--- src/rtl/rb2_access_if.sv ---
// Requester-side handshake bundle for the RB2 access arbiter: one write port
// delivering decoded link frames and one host read port.
interface rb2_access_if #(
    parameter int AW = 3,
    parameter int DW = 18
);
    logic          wr_req;
    logic [AW-1:0] wr_addr;
    logic [DW-1:0] wr_data;
    logic          wr_gnt;
    logic          rd_req;
    logic [AW-1:0] rd_addr;
    logic          rd_gnt;
    logic [DW-1:0] rd_data;
    logic          rd_valid;
    logic          rd_written;

    modport master (
        output wr_req, wr_addr, wr_data, rd_req, rd_addr,
        input  wr_gnt, rd_gnt, rd_data, rd_valid, rd_written
    );

    modport slave (
        input  wr_req, wr_addr, wr_data, rd_req, rd_addr,
        output wr_gnt, rd_gnt, rd_data, rd_valid, rd_written
    );
endinterface

--- src/rtl/rb2_access_arbiter.sv ---
// Round-robin arbiter sharing the RB2 register bank between a write and a read
// requester; issues one single-cycle access at a time and tracks written entries.
module rb2_access_arbiter #(
    parameter int AW    = 3,
    parameter int DW    = 18,
    parameter int DEPTH = 8
) (
    input  logic             clk,
    input  logic             rst,
    rb2_access_if.slave      bus,
    output logic             RB2_RW,
    output logic [AW-1:0]    RB2_A,
    output logic [DW-1:0]    RB2_D,
    input  logic [DW-1:0]    RB2_Q,
    output logic [DEPTH-1:0] wr_map,
    output logic             all_done
);

    typedef enum logic [1:0] {
        ST_IDLE     = 2'd0,
        ST_ISSUE_WR = 2'd1,
        ST_ISSUE_RD = 2'd2
    } state_t;

    state_t           state_r, state_s;
    logic             last_rd_r, last_rd_s;
    logic             wr_gnt_r, wr_gnt_s;
    logic             rd_gnt_r, rd_gnt_s;
    logic             rw_r, rw_s;
    logic [AW-1:0]    addr_r, addr_s;
    logic [DW-1:0]    wdata_r, wdata_s;
    logic [DW-1:0]    rd_data_r;
    logic             rd_valid_r;
    logic             rd_written_r;
    logic [DEPTH-1:0] wr_map_r, wr_map_s;
    logic             all_done_r;

    function automatic logic [DEPTH-1:0] addr_onehot(input logic [AW-1:0] a);
        logic [DEPTH-1:0] v;
        v    = {DEPTH{1'b0}};
        v[a] = 1'b1;
        return v;
    endfunction

    // Next-state, grant and bank-pin decode; the writer wins a tie when the reader was served last.
    always_comb begin
        state_s   = state_r;
        last_rd_s = last_rd_r;
        wr_gnt_s  = 1'b0;
        rd_gnt_s  = 1'b0;
        rw_s      = 1'b1;
        addr_s    = addr_r;
        wdata_s   = wdata_r;
        case (state_r)
            ST_IDLE: begin
                if (bus.wr_req && (!bus.rd_req || last_rd_r)) begin
                    state_s   = ST_ISSUE_WR;
                    last_rd_s = 1'b0;
                    wr_gnt_s  = 1'b1;
                    rw_s      = 1'b0;
                    addr_s    = bus.wr_addr;
                    wdata_s   = bus.wr_data;
                end else if (bus.rd_req) begin
                    state_s   = ST_ISSUE_RD;
                    last_rd_s = 1'b1;
                    rd_gnt_s  = 1'b1;
                    addr_s    = bus.rd_addr;
                end else begin
                    state_s   = ST_IDLE;
                end
            end
            ST_ISSUE_WR: state_s = ST_IDLE;
            ST_ISSUE_RD: state_s = ST_IDLE;
            default:     state_s = ST_IDLE;
        endcase
    end

    // Written-entry map update at the end of a write issue cycle.
    always_comb begin
        wr_map_s = wr_map_r;
        if (state_r == ST_ISSUE_WR) begin
            wr_map_s = wr_map_r | addr_onehot(addr_r);
        end else begin
            wr_map_s = wr_map_r;
        end
    end

    // FSM state and registered bank/grant outputs.
    always_ff @(posedge clk) begin
        if (rst) begin
            state_r   <= ST_IDLE;
            last_rd_r <= 1'b1;
            wr_gnt_r  <= 1'b0;
            rd_gnt_r  <= 1'b0;
            rw_r      <= 1'b1;
            addr_r    <= {AW{1'b0}};
            wdata_r   <= {DW{1'b0}};
        end else begin
            state_r   <= state_s;
            last_rd_r <= last_rd_s;
            wr_gnt_r  <= wr_gnt_s;
            rd_gnt_r  <= rd_gnt_s;
            rw_r      <= rw_s;
            addr_r    <= addr_s;
            wdata_r   <= wdata_s;
        end
    end

    // Read-data capture, written-entry tracking and sticky completion flag.
    always_ff @(posedge clk) begin
        if (rst) begin
            rd_data_r    <= {DW{1'b0}};
            rd_valid_r   <= 1'b0;
            rd_written_r <= 1'b0;
            wr_map_r     <= {DEPTH{1'b0}};
            all_done_r   <= 1'b0;
        end else begin
            rd_valid_r <= (state_r == ST_ISSUE_RD);
            if (state_r == ST_ISSUE_RD) begin
                rd_data_r    <= RB2_Q;
                rd_written_r <= wr_map_r[addr_r];
            end
            wr_map_r   <= wr_map_s;
            all_done_r <= all_done_r | (&wr_map_s);
        end
    end

    // Reset gates the mode pin so a write in flight cannot land on the reset edge.
    assign RB2_RW         = rw_r | rst;
    assign RB2_A          = addr_r;
    assign RB2_D          = wdata_r;
    assign wr_map         = wr_map_r;
    assign all_done       = all_done_r;
    assign bus.wr_gnt     = wr_gnt_r;
    assign bus.rd_gnt     = rd_gnt_r;
    assign bus.rd_data    = rd_data_r;
    assign bus.rd_valid   = rd_valid_r;
    assign bus.rd_written = rd_written_r;

endmodule

--- src/flat_wrapper.sv ---
// flat-port wrapper written by rule: the top's interface ports become plain ports
module rb2_access_arbiter_flat 
#(
    parameter int AW    = 3,
    parameter int DW    = 18,
    parameter int DEPTH = 8
)
  (clk, rst, RB2_RW, RB2_A, RB2_D, RB2_Q, wr_map, all_done, bus_wr_req, bus_wr_addr, bus_wr_data, bus_rd_req, bus_rd_addr, bus_wr_gnt, bus_rd_gnt, bus_rd_data, bus_rd_valid, bus_rd_written);
  rb2_access_if #(.AW(AW), .DW(DW)) bus_i ();
  input  logic clk;
  input  logic rst;
  output logic RB2_RW;
  output logic [AW-1:0] RB2_A;
  output logic [DW-1:0] RB2_D;
  input  logic [DW-1:0] RB2_Q;
  output logic [DEPTH-1:0] wr_map;
  output logic all_done;
  input wire logic [$bits(bus_i.wr_req)-1:0] bus_wr_req;
  input wire logic [$bits(bus_i.wr_addr)-1:0] bus_wr_addr;
  input wire logic [$bits(bus_i.wr_data)-1:0] bus_wr_data;
  input wire logic [$bits(bus_i.rd_req)-1:0] bus_rd_req;
  input wire logic [$bits(bus_i.rd_addr)-1:0] bus_rd_addr;
  output wire logic [$bits(bus_i.wr_gnt)-1:0] bus_wr_gnt;
  output wire logic [$bits(bus_i.rd_gnt)-1:0] bus_rd_gnt;
  output wire logic [$bits(bus_i.rd_data)-1:0] bus_rd_data;
  output wire logic [$bits(bus_i.rd_valid)-1:0] bus_rd_valid;
  output wire logic [$bits(bus_i.rd_written)-1:0] bus_rd_written;
  assign bus_i.wr_req = bus_wr_req;
  assign bus_i.wr_addr = bus_wr_addr;
  assign bus_i.wr_data = bus_wr_data;
  assign bus_i.rd_req = bus_rd_req;
  assign bus_i.rd_addr = bus_rd_addr;
  assign bus_wr_gnt = bus_i.wr_gnt;
  assign bus_rd_gnt = bus_i.rd_gnt;
  assign bus_rd_data = bus_i.rd_data;
  assign bus_rd_valid = bus_i.rd_valid;
  assign bus_rd_written = bus_i.rd_written;
  rb2_access_arbiter #(.AW(AW), .DW(DW), .DEPTH(DEPTH)) u_core (.clk(clk), .rst(rst), .bus(bus_i), .RB2_RW(RB2_RW), .RB2_A(RB2_A), .RB2_D(RB2_D), .RB2_Q(RB2_Q), .wr_map(wr_map), .all_done(all_done));
endmodule
--- config.mk ---
export PLATFORM = sky130hd
export DESIGN_NAME = rb2_access_arbiter_flat
export DESIGN_NICKNAME = d
export VERILOG_FILES = /design/src/rtl/rb2_access_if.sv /design/src/rtl/rb2_access_arbiter.sv /design/src/flat_wrapper.sv
export SDC_FILE = /design/constraint.sdc
export NUM_CORES = 1
export LEC_CHECK = 0
export BUFFER_PORTS_ARGS = -buffer_cell sky130_fd_sc_hd__buf_2
export CAP_MARGIN = 0
export CORE_MARGIN = 8
export CORE_UTILIZATION = 25
export CTS_CLUSTER_SIZE = 28
export DETAILED_ROUTE_END_ITERATION = 10
export GPL_ROUTABILITY_DRIVEN = 0
export SLEW_MARGIN = 20
export SYNTH_ARGS = -nofsm -noshare
export SYNTH_HDL_FRONTEND = slang
export SYNTH_SLANG_ARGS = --single-unit
--- constraint.sdc ---
create_clock -name clk -period 1.57 [get_ports clk]
set_input_delay 0.314 -clock clk [delete_from_list [all_inputs] [get_ports clk]]
set_output_delay 0.314 -clock clk [all_outputs]
set_load 0.01 [all_outputs]
==> summary.log <==
[run_status] run status finished, final reports clean
[layout] final standard cell count with taps included and fillers excluded 429
[clock_tree] number of post-CTS setup repair buffers 0
[detailed_routing] ratio of routed vias to standard cells 4.21
[pwr] P per Cell Area 1100 nW/um2
[floorplanning] floorplan die width 105 um
[clock_tree] clock-pin slew on the worst setup and hold paths 100 ps
[place] instance count after placement with tap cells included 421
[worst_setup_path] critical path, cell by cell mux4_1, mux2i_1, a211oi_1
[worst_setup_path] arrival time worst endpoint 1570 ps
[logic_synthesis] Cell Area, Synth 2000 um2
[layout] final-stage net count 372
[flow_run] max-capacitance violation count 0
[pwr] overall power 3010 uW
[floorplanning] initial cell density of the core 25.9%
[worst_setup_path] CP endpoint kind flop
[detailed_routing] Total Routed Length 5450 um
[timing] Max transition margin 63.8%
[timing] achievable frequency 711 MHz
[clock_tree] TritonCTS sink count 54
[worst_setup_path] CP max stage delay 600 ps
[layout] fraction of final layout cells sized beyond drive strength 1 36.1%
[clock_tree] CTS buffer count 5
[clock_tree] Clock H-tree levels 2
[detailed_routing] drt drc 0
[worst_setup_path] crit path max fanout 6
[logic_synthesis] syn avg cell area 8.66 um2
[timing] skew final 7.11 ps
[timing] final period utilization 89.6%
[detailed_routing] count of TritonRoute iterations in the first routing pass 3
[logic_synthesis] number of nets in the synthesized netlist 277
[global_route] largest net degree at the start of global routing 54
[floorplanning] I/O pins 99
[timing] time the final worst path needs with I/O delays and setup 1410 ps
[logic_synthesis] Gate Count Post-Synth 231
[timing] number of hold-slack violations in the final timing report 0
[logic_synthesis] most instantiated library cell after synthesis sky130_fd_sc_hd__nand2_1
[logic_synthesis] yosys synthesis warning count 0
[worst_setup_path] master of the slowest instance on the critical path sky130_fd_sc_hd__mux4_1
[logic_synthesis] number of enable-type register cells in the synthesized netlist 0
[pwr] peak supply drop 333 uV
[floorplanning] Die ar. 11100 um2
[worst_setup_path] Data required, critical path 1740 ps
[detailed_routing] antenna viol nets, final 0
[worst_setup_path] kind of critical path flop to flop
[global_route] gr usage total 9.94%
[logic_synthesis] top cells by count, synth 72 x sky130_fd_sc_hd__nand2_1, 54 x sky130_fd_sc_hd__dfxtp_1, 43 x sky130_fd_sc_hd__a21oi_1
[detailed_routing] DR iter-0 viols 55
[worst_setup_path] CP Launch Type flop
[clock_tree] Clock Tree Root sky130_fd_sc_hd__clkbuf_8
[clock_tree] CTS tree yes
[logic_synthesis] top area cells in the synthesized netlist sky130_fd_sc_hd__dfxtp_1 54%, sky130_fd_sc_hd__nand2_1 14%, sky130_fd_sc_hd__a21oi_1 11%
[clock_tree] clock insertion delay at the later pin of the skew report 300 ps
[clock_tree] Resized cells post-CTS 0
[timing] Final TNS setup 0 ps
[layout] diode count 0
[timing] total of endpoints with negative setup slack in the final report 0
[logic_synthesis] share of Yosys cell area claimed by the top area cell type 54.0%
[timing] max-slew violation total from the final report 0
[clock_tree] CTS Buffer Depth 2
[place] Detailed Place HPWL 4080 um
[logic_synthesis] top cell type by total area after synthesis sky130_fd_sc_hd__dfxtp_1
[place] buffers added on ports 98
[logic_synthesis] count of different cell masters after synthesis 27
[floorplanning] area inside the core boundary 7730 um2
[logic_synthesis] proportion of synthesized flip-flops having asynchronous set or reset 0%
[layout] area added between synthesis and finish 37.2%
[timing] worst-margin pin slew 544 ps
[timing] RSZ-0062 raised after global routing false
[floorplanning] DIE HEIGHT 105 um
[min_path] class of the most critical hold timing path primary input to flop
[global_route] total congestion overflow 0
[global_route] antenna violations before repair 0
[detailed_routing] post-detailed-route wirelength per cell 12.7 um
[logic_synthesis] sequential cell area fraction in the yosys report 54.0%
[clock_tree] Hold Buf Count CTS 0
[floorplanning] number of rows in the core area 32
[global_route] wire length of the first global-routing pass 9160 um
[logic_synthesis] #FFs+latches synth 54
[logic_synthesis] ys flop type sky130_fd_sc_hd__dfxtp_1
[detailed_routing] total via count after detailed routing 1805
[global_route] number of global-route vias before repair 1866
[pwr] leak pwr 0.00127 uW
[logic make-up (layout without fill, tap and decap cells)]
kind of cell | after synthesis | in the layout | share of synthesized area, %
flops | 54 | 54 | 54.0
buf+inv | 17 | 113 | 5.19
simple gates | 102 | 102 | 21.7
mux | 6 | 6 | 4.63
compound gates | 52 | 52 | 14.4
[placed cells by master, fill, tap and decap left out, drive strengths merged]
cell type and count:
and4b 1, buf 103, nor3b 1, nand2b 3
nor2b 3, a21oi 43, or2 1, and3b 1
o21a 1, clkbuf 6, inv 2, nor3 1
dfxtp 54, o21bai 1, nor2 17, nand2 72
mux2i 4, a211oi 4, nor4 2, a31oi 2
bufinv 2, o21ai 1, mux4 2
[layer usage]
layer / global-route usage [%] / vias up / part of all wire (%)
met5: 0 / - / 0
met4: 2.75 / 0 / 0.94
met3: 4.14 / 6 / 7.2
met2: 17.9 / 48 / 52
met1: 10.3 / 803 / 39
li1: - / 948 / -
[final timing paths]
kind / slack [ps] / end / cells past startpoint / startpoint
setup reg to reg: 160 / u_core.bus.rd_written / 3 / u_core.RB2_A[1]
setup / recovery: 160 / u_core.bus.rd_written / 3 / u_core.RB2_A[1]
hold / removal: 240 / u_core.RB2_D[15] / 3 / bus_wr_data[15]
hold reg to reg: 450 / u_core.RB2_D[8] / 2 / u_core.RB2_D[8]
[flip-flops by register name, indices dropped and copies added (netlist names)]
signal,flops
u_core.wr_map,8
u_core.state_r,2
u_core.last_rd_r,1
u_core.bus.rd_data,18
u_core.RB2_A,3
u_core.bus.rd_written,1
u_core.rw_r,1
u_core.RB2_D,18
u_core.bus.rd_valid,1
u_core.all_done,1
[worst max-delay path, delay by kind of cell (launching register included)]
family / cells / cell delay [ps]
flip-flops: 1 / 450
AO/OA/AOI/OAI: 1 / 80
multiplexers: 2 / 750
[cell type report]
cell class | instances | area [um2]
well taps | 102 | 128
multi-input cells | 160 | 821
clock buffers | 6 | 82.6
repair buffers | 103 | 566
inverters | 2 | 7.51
flip-flops and latches | 54 | 1080
fillers | 831 | 4980
clock inverters | 2 | 60.1
[power by group]
group,switching [uW],internal (uW),total (uW)
combinational,210,179,389
sequential,51.5,1440,1490
clock,450,680,1130
[through the flow]
| step | util [%] | worst slack (ps) | hold slack, ps | instance area, um2 |
|---|---|---|---|---|
| global placement | 33.7 | 229 | 439 | 2600 |
| CTS | 35.5 | 154 | 219 | 2750 |
| detailed placement | 33.7 | 171 | 443 | 2600 |
| finish | 35.5 | 163 | 238 | 2750 |
| floorplan | - | 211 | 450 | 2000 |
| global route | 35.5 | 0.0389 | 206 | 2750 |
Note: power is estimated with default switching activity, not from simulation.
